**src/rtl/usb_tx_pkg.sv**
```systemverilog
`default_nettype none
// ============================================================================
// Module      : usb_tx_pkg
// Description : Shared types and line encodings for the USB transmit path.
// Revision    : 1.0 - initial release
// ============================================================================
package usb_tx_pkg;

    typedef enum logic [2:0] {
        IDLE    = 3'd0,
        DATA    = 3'd1,
        STUFF   = 3'd2,
        EOP_SE0 = 3'd3,
        EOP_J   = 3'd4
    } tx_line_state_t;

    // Line encodings as {d_plus, d_minus}
    localparam logic [1:0] LINE_J   = 2'b10;
    localparam logic [1:0] LINE_K   = 2'b01;
    localparam logic [1:0] LINE_SE0 = 2'b00;

endpackage : usb_tx_pkg
`default_nettype wire

```
**src/rtl/usb_tx_bit_timer.sv**
```systemverilog
`default_nettype none
// ============================================================================
// Module      : usb_tx_bit_timer
// Description : Bit-period counter; tick marks the last clk of each period.
// Revision    : 1.0 - initial release
// ============================================================================
module usb_tx_bit_timer #(
    parameter int CLKS_PER_BIT = 4
) (
    input  logic clk,
    input  logic rst,
    input  logic clr,
    input  logic en,
    output logic tick
);

    localparam int c_cnt_w = (CLKS_PER_BIT > 1) ? $clog2(CLKS_PER_BIT) : 1;
    localparam logic [c_cnt_w-1:0] c_last = c_cnt_w'(CLKS_PER_BIT - 1);

    logic [c_cnt_w-1:0] r_count;

    always_ff @(posedge clk or posedge rst) begin
        if (rst) begin
            r_count <= '0;
        end else if (clr) begin
            r_count <= '0;
        end else if (en) begin
            r_count <= (r_count == c_last) ? '0 : r_count + 1'b1;
        end
    end

    assign tick = en && !clr && (r_count == c_last);

endmodule : usb_tx_bit_timer
`default_nettype wire

```
**src/rtl/usb_tx_line_encoder.sv**
```systemverilog
`default_nettype none
// ============================================================================
// Module      : usb_tx_line_encoder
// Description : Bit stuffing, NRZI encoding and EOP generation onto D+/D-.
// Revision    : 1.0 - initial release
// ============================================================================
module usb_tx_line_encoder
    import usb_tx_pkg::*;
#(
    parameter int CLKS_PER_BIT = 4,
    parameter int STUFF_LEN    = 6,
    parameter int EOP_SE0_BITS = 2
) (
    input  logic clk,
    input  logic rst,
    input  logic start,
    input  logic eop_req,
    input  logic serial_in,
    output logic shift_enable,
    output logic d_plus,
    output logic d_minus,
    output logic busy,
    output logic eop_done
);

    localparam int c_ones_w = $clog2(STUFF_LEN + 1);
    localparam int c_se0_w  = (EOP_SE0_BITS > 1) ? $clog2(EOP_SE0_BITS) : 1;
    localparam logic [c_ones_w-1:0] c_stuff_len = c_ones_w'(STUFF_LEN);
    localparam logic [c_se0_w-1:0]  c_se0_last  = c_se0_w'(EOP_SE0_BITS - 1);

    tx_line_state_t      r_state;
    logic [1:0]          r_line;
    logic                r_level;      // NRZI level: 1 = J, 0 = K
    logic [c_ones_w-1:0] r_ones;
    logic                r_eop_pend;
    logic [c_se0_w-1:0]  r_se0_cnt;

    logic                w_idle;
    logic                w_tick;
    logic                w_bit_level;
    logic [c_ones_w-1:0] w_ones_next;

    assign w_idle = (r_state == IDLE);

    usb_tx_bit_timer #(
        .CLKS_PER_BIT (CLKS_PER_BIT)
    ) u_bit_timer (
        .clk  (clk),
        .rst  (rst),
        .clr  (w_idle),
        .en   (!w_idle),
        .tick (w_tick)
    );

    assign w_bit_level = serial_in ? r_level : ~r_level;
    assign w_ones_next = serial_in ? r_ones + 1'b1 : '0;

    always_ff @(posedge clk or posedge rst) begin
        if (rst) begin
            r_state    <= IDLE;
            r_line     <= LINE_J;
            r_level    <= 1'b1;
            r_ones     <= '0;
            r_eop_pend <= 1'b0;
            r_se0_cnt  <= '0;
        end else begin
            // Clearing on EOP_SE0 entry below takes precedence over a new request
            if (!w_idle && eop_req) r_eop_pend <= 1'b1;

            case (r_state)
                IDLE: begin
                    r_line <= LINE_J;
                    if (start) r_state <= DATA;
                end
                DATA: if (w_tick) begin
                    if (r_eop_pend) begin
                        r_state    <= EOP_SE0;
                        r_line     <= LINE_SE0;
                        r_eop_pend <= 1'b0;
                        r_se0_cnt  <= '0;
                    end else begin
                        r_level <= w_bit_level;
                        r_line  <= w_bit_level ? LINE_J : LINE_K;
                        r_ones  <= w_ones_next;
                        if (w_ones_next == c_stuff_len) r_state <= STUFF;
                    end
                end
                STUFF: if (w_tick) begin
                    r_level <= ~r_level;
                    r_line  <= r_level ? LINE_K : LINE_J;
                    r_ones  <= '0;
                    if (r_eop_pend) begin
                        r_state    <= EOP_SE0;
                        r_eop_pend <= 1'b0;
                        r_se0_cnt  <= '0;
                    end else begin
                        r_state <= DATA;
                    end
                end
                // Entered after a stuff bit, the line is not yet SE0: drive it
                // first, then count full SE0 periods.
                EOP_SE0: if (w_tick) begin
                    if (r_line != LINE_SE0) begin
                        r_line <= LINE_SE0;
                    end else if (r_se0_cnt == c_se0_last) begin
                        r_line  <= LINE_J;
                        r_state <= EOP_J;
                    end else begin
                        r_se0_cnt <= r_se0_cnt + 1'b1;
                    end
                end
                EOP_J: if (w_tick) begin
                    r_state <= IDLE;
                    r_level <= 1'b1;
                    r_ones  <= '0;
                end
                default: r_state <= IDLE;
            endcase
        end
    end

    assign shift_enable = (r_state == DATA) && w_tick && !r_eop_pend;
    assign eop_done     = (r_state == EOP_J) && w_tick;
    assign busy         = !w_idle;
    assign d_plus       = r_line[1];
    assign d_minus      = r_line[0];

endmodule : usb_tx_line_encoder
`default_nettype wire
```
**config.mk**
```make
export PLATFORM = sky130hd
export DESIGN_NAME = usb_tx_line_encoder
export DESIGN_NICKNAME = d
export VERILOG_FILES = /design/src/rtl/usb_tx_pkg.sv /design/src/rtl/usb_tx_bit_timer.sv /design/src/rtl/usb_tx_line_encoder.sv
export SDC_FILE = /design/constraint.sdc
export NUM_CORES = 1
export LEC_CHECK = 0
export BUFFER_PORTS_ARGS = -buffer_cell sky130_fd_sc_hd__buf_4
export CAP_MARGIN = 5
export CORE_AREA = 2 2 42 60
export CTS_CLUSTER_SIZE = 10
export DETAILED_ROUTE_END_ITERATION = 8
export DIE_AREA = 0 0 44 62
export MAX_ROUTING_LAYER = met4
export PLACE_DENSITY = 0.57
export SYNTH_ARGS = -nofsm -noshare
export SYNTH_HDL_FRONTEND = slang
export SYNTH_SLANG_ARGS = --single-unit
```
**constraint.sdc**
```tcl
create_clock -name clk -period 2.1 [get_ports clk]
set_clock_uncertainty 0.2 [all_clocks]
set_input_delay 0.42 -clock clk [delete_from_list [all_inputs] [get_ports clk]]
set_output_delay 0.42 -clock clk [all_outputs]
set_load 0.03 [all_outputs]
```
==> results.json <==
{
  "sequential_element_share_of_the_synthesized_area": 0.389,
  "globalRouteMet1Util": 0.177,
  "grt.overflow.total": 0,
  "run_status": "finished, final reports clean",
  "max-clock-path-buffers": 2,
  "start_util": 0.373,
  "required_ns": 1.48,
  "power.static_leakage_nw": 0.443,
  "met3_usage": 0.0173,
  "finalNetCount": 114,
  "max_cap_violations": 0,
  "post_synth_num_cell_types": 42,
  "main_combinational_cell_family_by_area_after_synthesis": "simple AND/OR/NAND/NOR gates",
  "routed_wl_mm": 1.86,
  "design.core.area_sq_mm": 0.00226,
  "pin_count_of_the_biggest_net_entering_global_routing": 14,
  "compound_cell_area_share_of_the_yosys_netlist": 0.204,
  "end_kind": "output port",
  "report.final.slew_viol_count": 0,
  "post_route_clock_period_utilization": 0.963,
  "cts_tree": "yes",
  "hold_class": "in -> reg",
  "dpl.hpwl_mm": 1.39,
  "combinationalPowerShare": 0.541,
  "netSwitchingPower_mw": 0.595,
  "busiest_layer": "met2",
  "synth_simple_gate_area_frac": 0.218,
  "clockRootBuffer": "clkbuf_4",
  "cp-start-kind": "register",
  "finalHoldViolations": 0,
  "ctsHtreeMaxLevel": 1,
  "avgViaCountPerCell": 5.61,
  "worstMarginPinSlew_ns": 0.507,
  "critical_path_class": "reg -> out",
  "diodes": 0,
  "insertion_delay_ns": 0.28,
  "sequential_power_share": 0.344,
  "path_max_fanout": 8,
  "worst_slew_margin_rel": 0.662,
  "number_of_synthesized_flops_with_an_enable_pin": 0,
  "ys_async_sr_fraction": 1.00,
  "syn_area_per_cell_sq_um": 9.46,
  "routedWlPerCell_um": 14.4,
  "share_clk_of_total_power": 0.116,
  "die_span_x_um": 44,
  "timing.hold.ws_ns": 0.194,
  "warnings_synthesis": 0,
  "io_buffer_count": 9,
  "internal_power_mw": 0.786,
  "cts_buffers": 3,
  "final_period_minus_worst_setup_slack_ns": 2.02,
  "row_count": 21,
  "drt_first_iter_violations": 28,
  "ir_drop_mv": 0.481,
  "ant_nets": 0,
  "timing.setup.tns_ns": 0,
  "setup_violations": 0,
  "dominantRegCellSynth": "dfrtp_1",
  "path_clk_slew_ns": 0.08,
  "synth_mux_area_frac": 0.0505,
  "power_density_mw_per_mm2": 1370,
  "vias": 724,
  "syn2layout_area_growth_pct": 20.1,
  "die_y_um": 62,
  "fp.dieArea_sq_mm": 0.00273,
  "yosys_register_bits": 13,
  "worst-endpoint-arrival_ns": 1.40,
  "netlist_instances": 89,
  "drt-pass1-iter-count": 5,
  "power.switching_fraction": 0.431,
  "boundaryPins": 10,
  "yosys.area_share.adder": 0.0297,
  "drcViolationCount": 0,
  "grt_usage": 0.158,
  "max_freq_mhz": 494,
  "grt_antenna_before_repair": 0,
  "fraction_of_layout_instances_using_a_drive_strength_above_1": 0.311,
  "globalplace.congestion": 0.887,
  "grt_pass1_vias": 690,
  "synth_xor_area_frac": 0.0312,
  "syn-num-nets": 96,
  "final.fill_count": 224,
  "synthesis.area_sq_um": 842,
  "grt_pass1_wl_mm": 3.06,
  "numClockSinks": 13,
  "grt_util_met2": 0.275
}
-- repair_timing --
action                     in CTS  in global routing
pin swaps                       0                  1
setup endpoints to repair       1                  2
hold endpoints to repair       11                  0
buffers inserted                0                  3
gates resized for setup         1                  4
hold buffers                    1                  0
-- power groups by stage --
stage               clock network, mW  logic, mW  registers (mW)
global placement                    0      0.692           0.470
CTS                             0.162      0.710           0.477
floorplan                           0      0.530           0.473
finish                          0.160      0.747           0.475
detailed placement                  0      0.697           0.475
global route                    0.173      0.829           0.490
-- logic make-up after synthesis --
| logic type | Yosys count |
|---|---|
| and+or+nand+nor | 31 |
| AOI/OAI and AO/OA | 24 |
| DFF | 13 |
| buffers and inverters | 12 |
| muxes | 4 |
| xor gates and xnor gates | 3 |
| adders and majority gates | 2 |
-- metrics by stage --
| stage | setup WS, ns | total power [mW] | util | area [sq um] | std cells |
|---|---|---|---|---|---|
| after global placement | 0.284 | 1.16 | 0.414 | 936 | 121 |
| after floorplan | 0.287 | 1.00 | - | 842 | 89 |
| after global routing | -0.00630 | 1.49 | 0.447 | 1010 | 129 |
| after detailed placement | 0.257 | 1.17 | 0.414 | 936 | 121 |
| final | 0.0773 | 1.38 | 0.447 | 1010 | 129 |
| after CTS | 0.00235 | 1.35 | 0.434 | 981 | 126 |
-- state kept, by name, summed over array words and instances (netlist names) --
signal               count
r_ones                   3
r_level                  1
r_se0_cnt                1
r_state                  3
r_line                   2
r_eop_pend               1
u_bit_timer.r_count      2
-- worst max-delay path, stage by stage, from the launching register on --
cell and delay, ns:
dfrtp_1 0.50, nor4b_4 0.32, and2_1 0.16, buf_4 0.15
-- Yosys cell counts (2+ instances only) --
master	n	share of area
nand2_1	5	0.022
o22ai_1	2	0.015
nand4_1	2	0.015
ha_1	2	0.030
mux2_1	2	0.027
inv_1	6	0.027
mux2i_1	2	0.024
nor2_1	7	0.031
nor3b_1	2	0.018
o21ai_0	4	0.024
buf_6	2	0.027
nor2b_1	2	0.015
nand3_1	3	0.018
dfrtp_1	11	0.33
a21oi_1	4	0.024
and2_1	2	0.015
xnor2_1	2	0.021
o21ai_1	2	0.012
buf_2	2	0.012
dfstp_2	2	0.062
a31oi_1	2	0.015
-- area by class of cell --
class | instances | area [sq um] | share of cell area
clock buffer | 4 | 26.3 | 0.0260
inverter | 8 | 32.5 | 0.0322
multi-input combinational | 64 | 463 | 0.458
sequential | 13 | 330 | 0.327
tap | 23 | 28.8 | 0.0285
timing repair buffer | 17 | 130 | 0.129
-- placed cells by master (no fill, tap or decap), types with 2 or more instances in the layout --
master    Yosys  routed
clkbuf_4      0       3
nor2b_1       2       2
xnor2_1       2       2
inv_1         6       6
o22ai_1       2       2
mux2i_1       2       2
o21ai_1       2       2
dfrtp_2       0       2
dfrtp_1      11       9
o21ai_0       4       4
mux2_1        2       2
and2_1        2       2
nand3_1       3       3
a31oi_1       2       2
nor3b_1       2       2
buf_4         0      16
dfstp_2       2       2
nor2_1        7       6
a21oi_1       4       4
nand4_1       2       2
nand2_1       5       5
-- path summary, 6_finish.rpt --
path / cells after the start / end / start / slack [ns]
worst max-delay path: 3 / shift_enable / r_state[2] / 0.08
worst min-delay path: 3 / r_eop_pend / eop_req / 0.19
worst max register to register: 6 / r_state[0] / r_state[0] / 0.27
worst min register to register: 1 / u_bit_timer.r_count[0] / u_bit_timer.r_count[0] / 0.26
max in group asynchronous: 3 / r_state[0] / rst / 0.81
min in group asynchronous: 3 / u_bit_timer.r_count[1] / rst / 0.53
-- layer usage --
metal / up-vias / share of wire
met5: - / 0
met2: 23 / 0.51
met3: 11 / 0.035
met4: 0 / 0.030
li1: 354 / -
met1: 336 / 0.43
(Power assumes the default switching activity.)
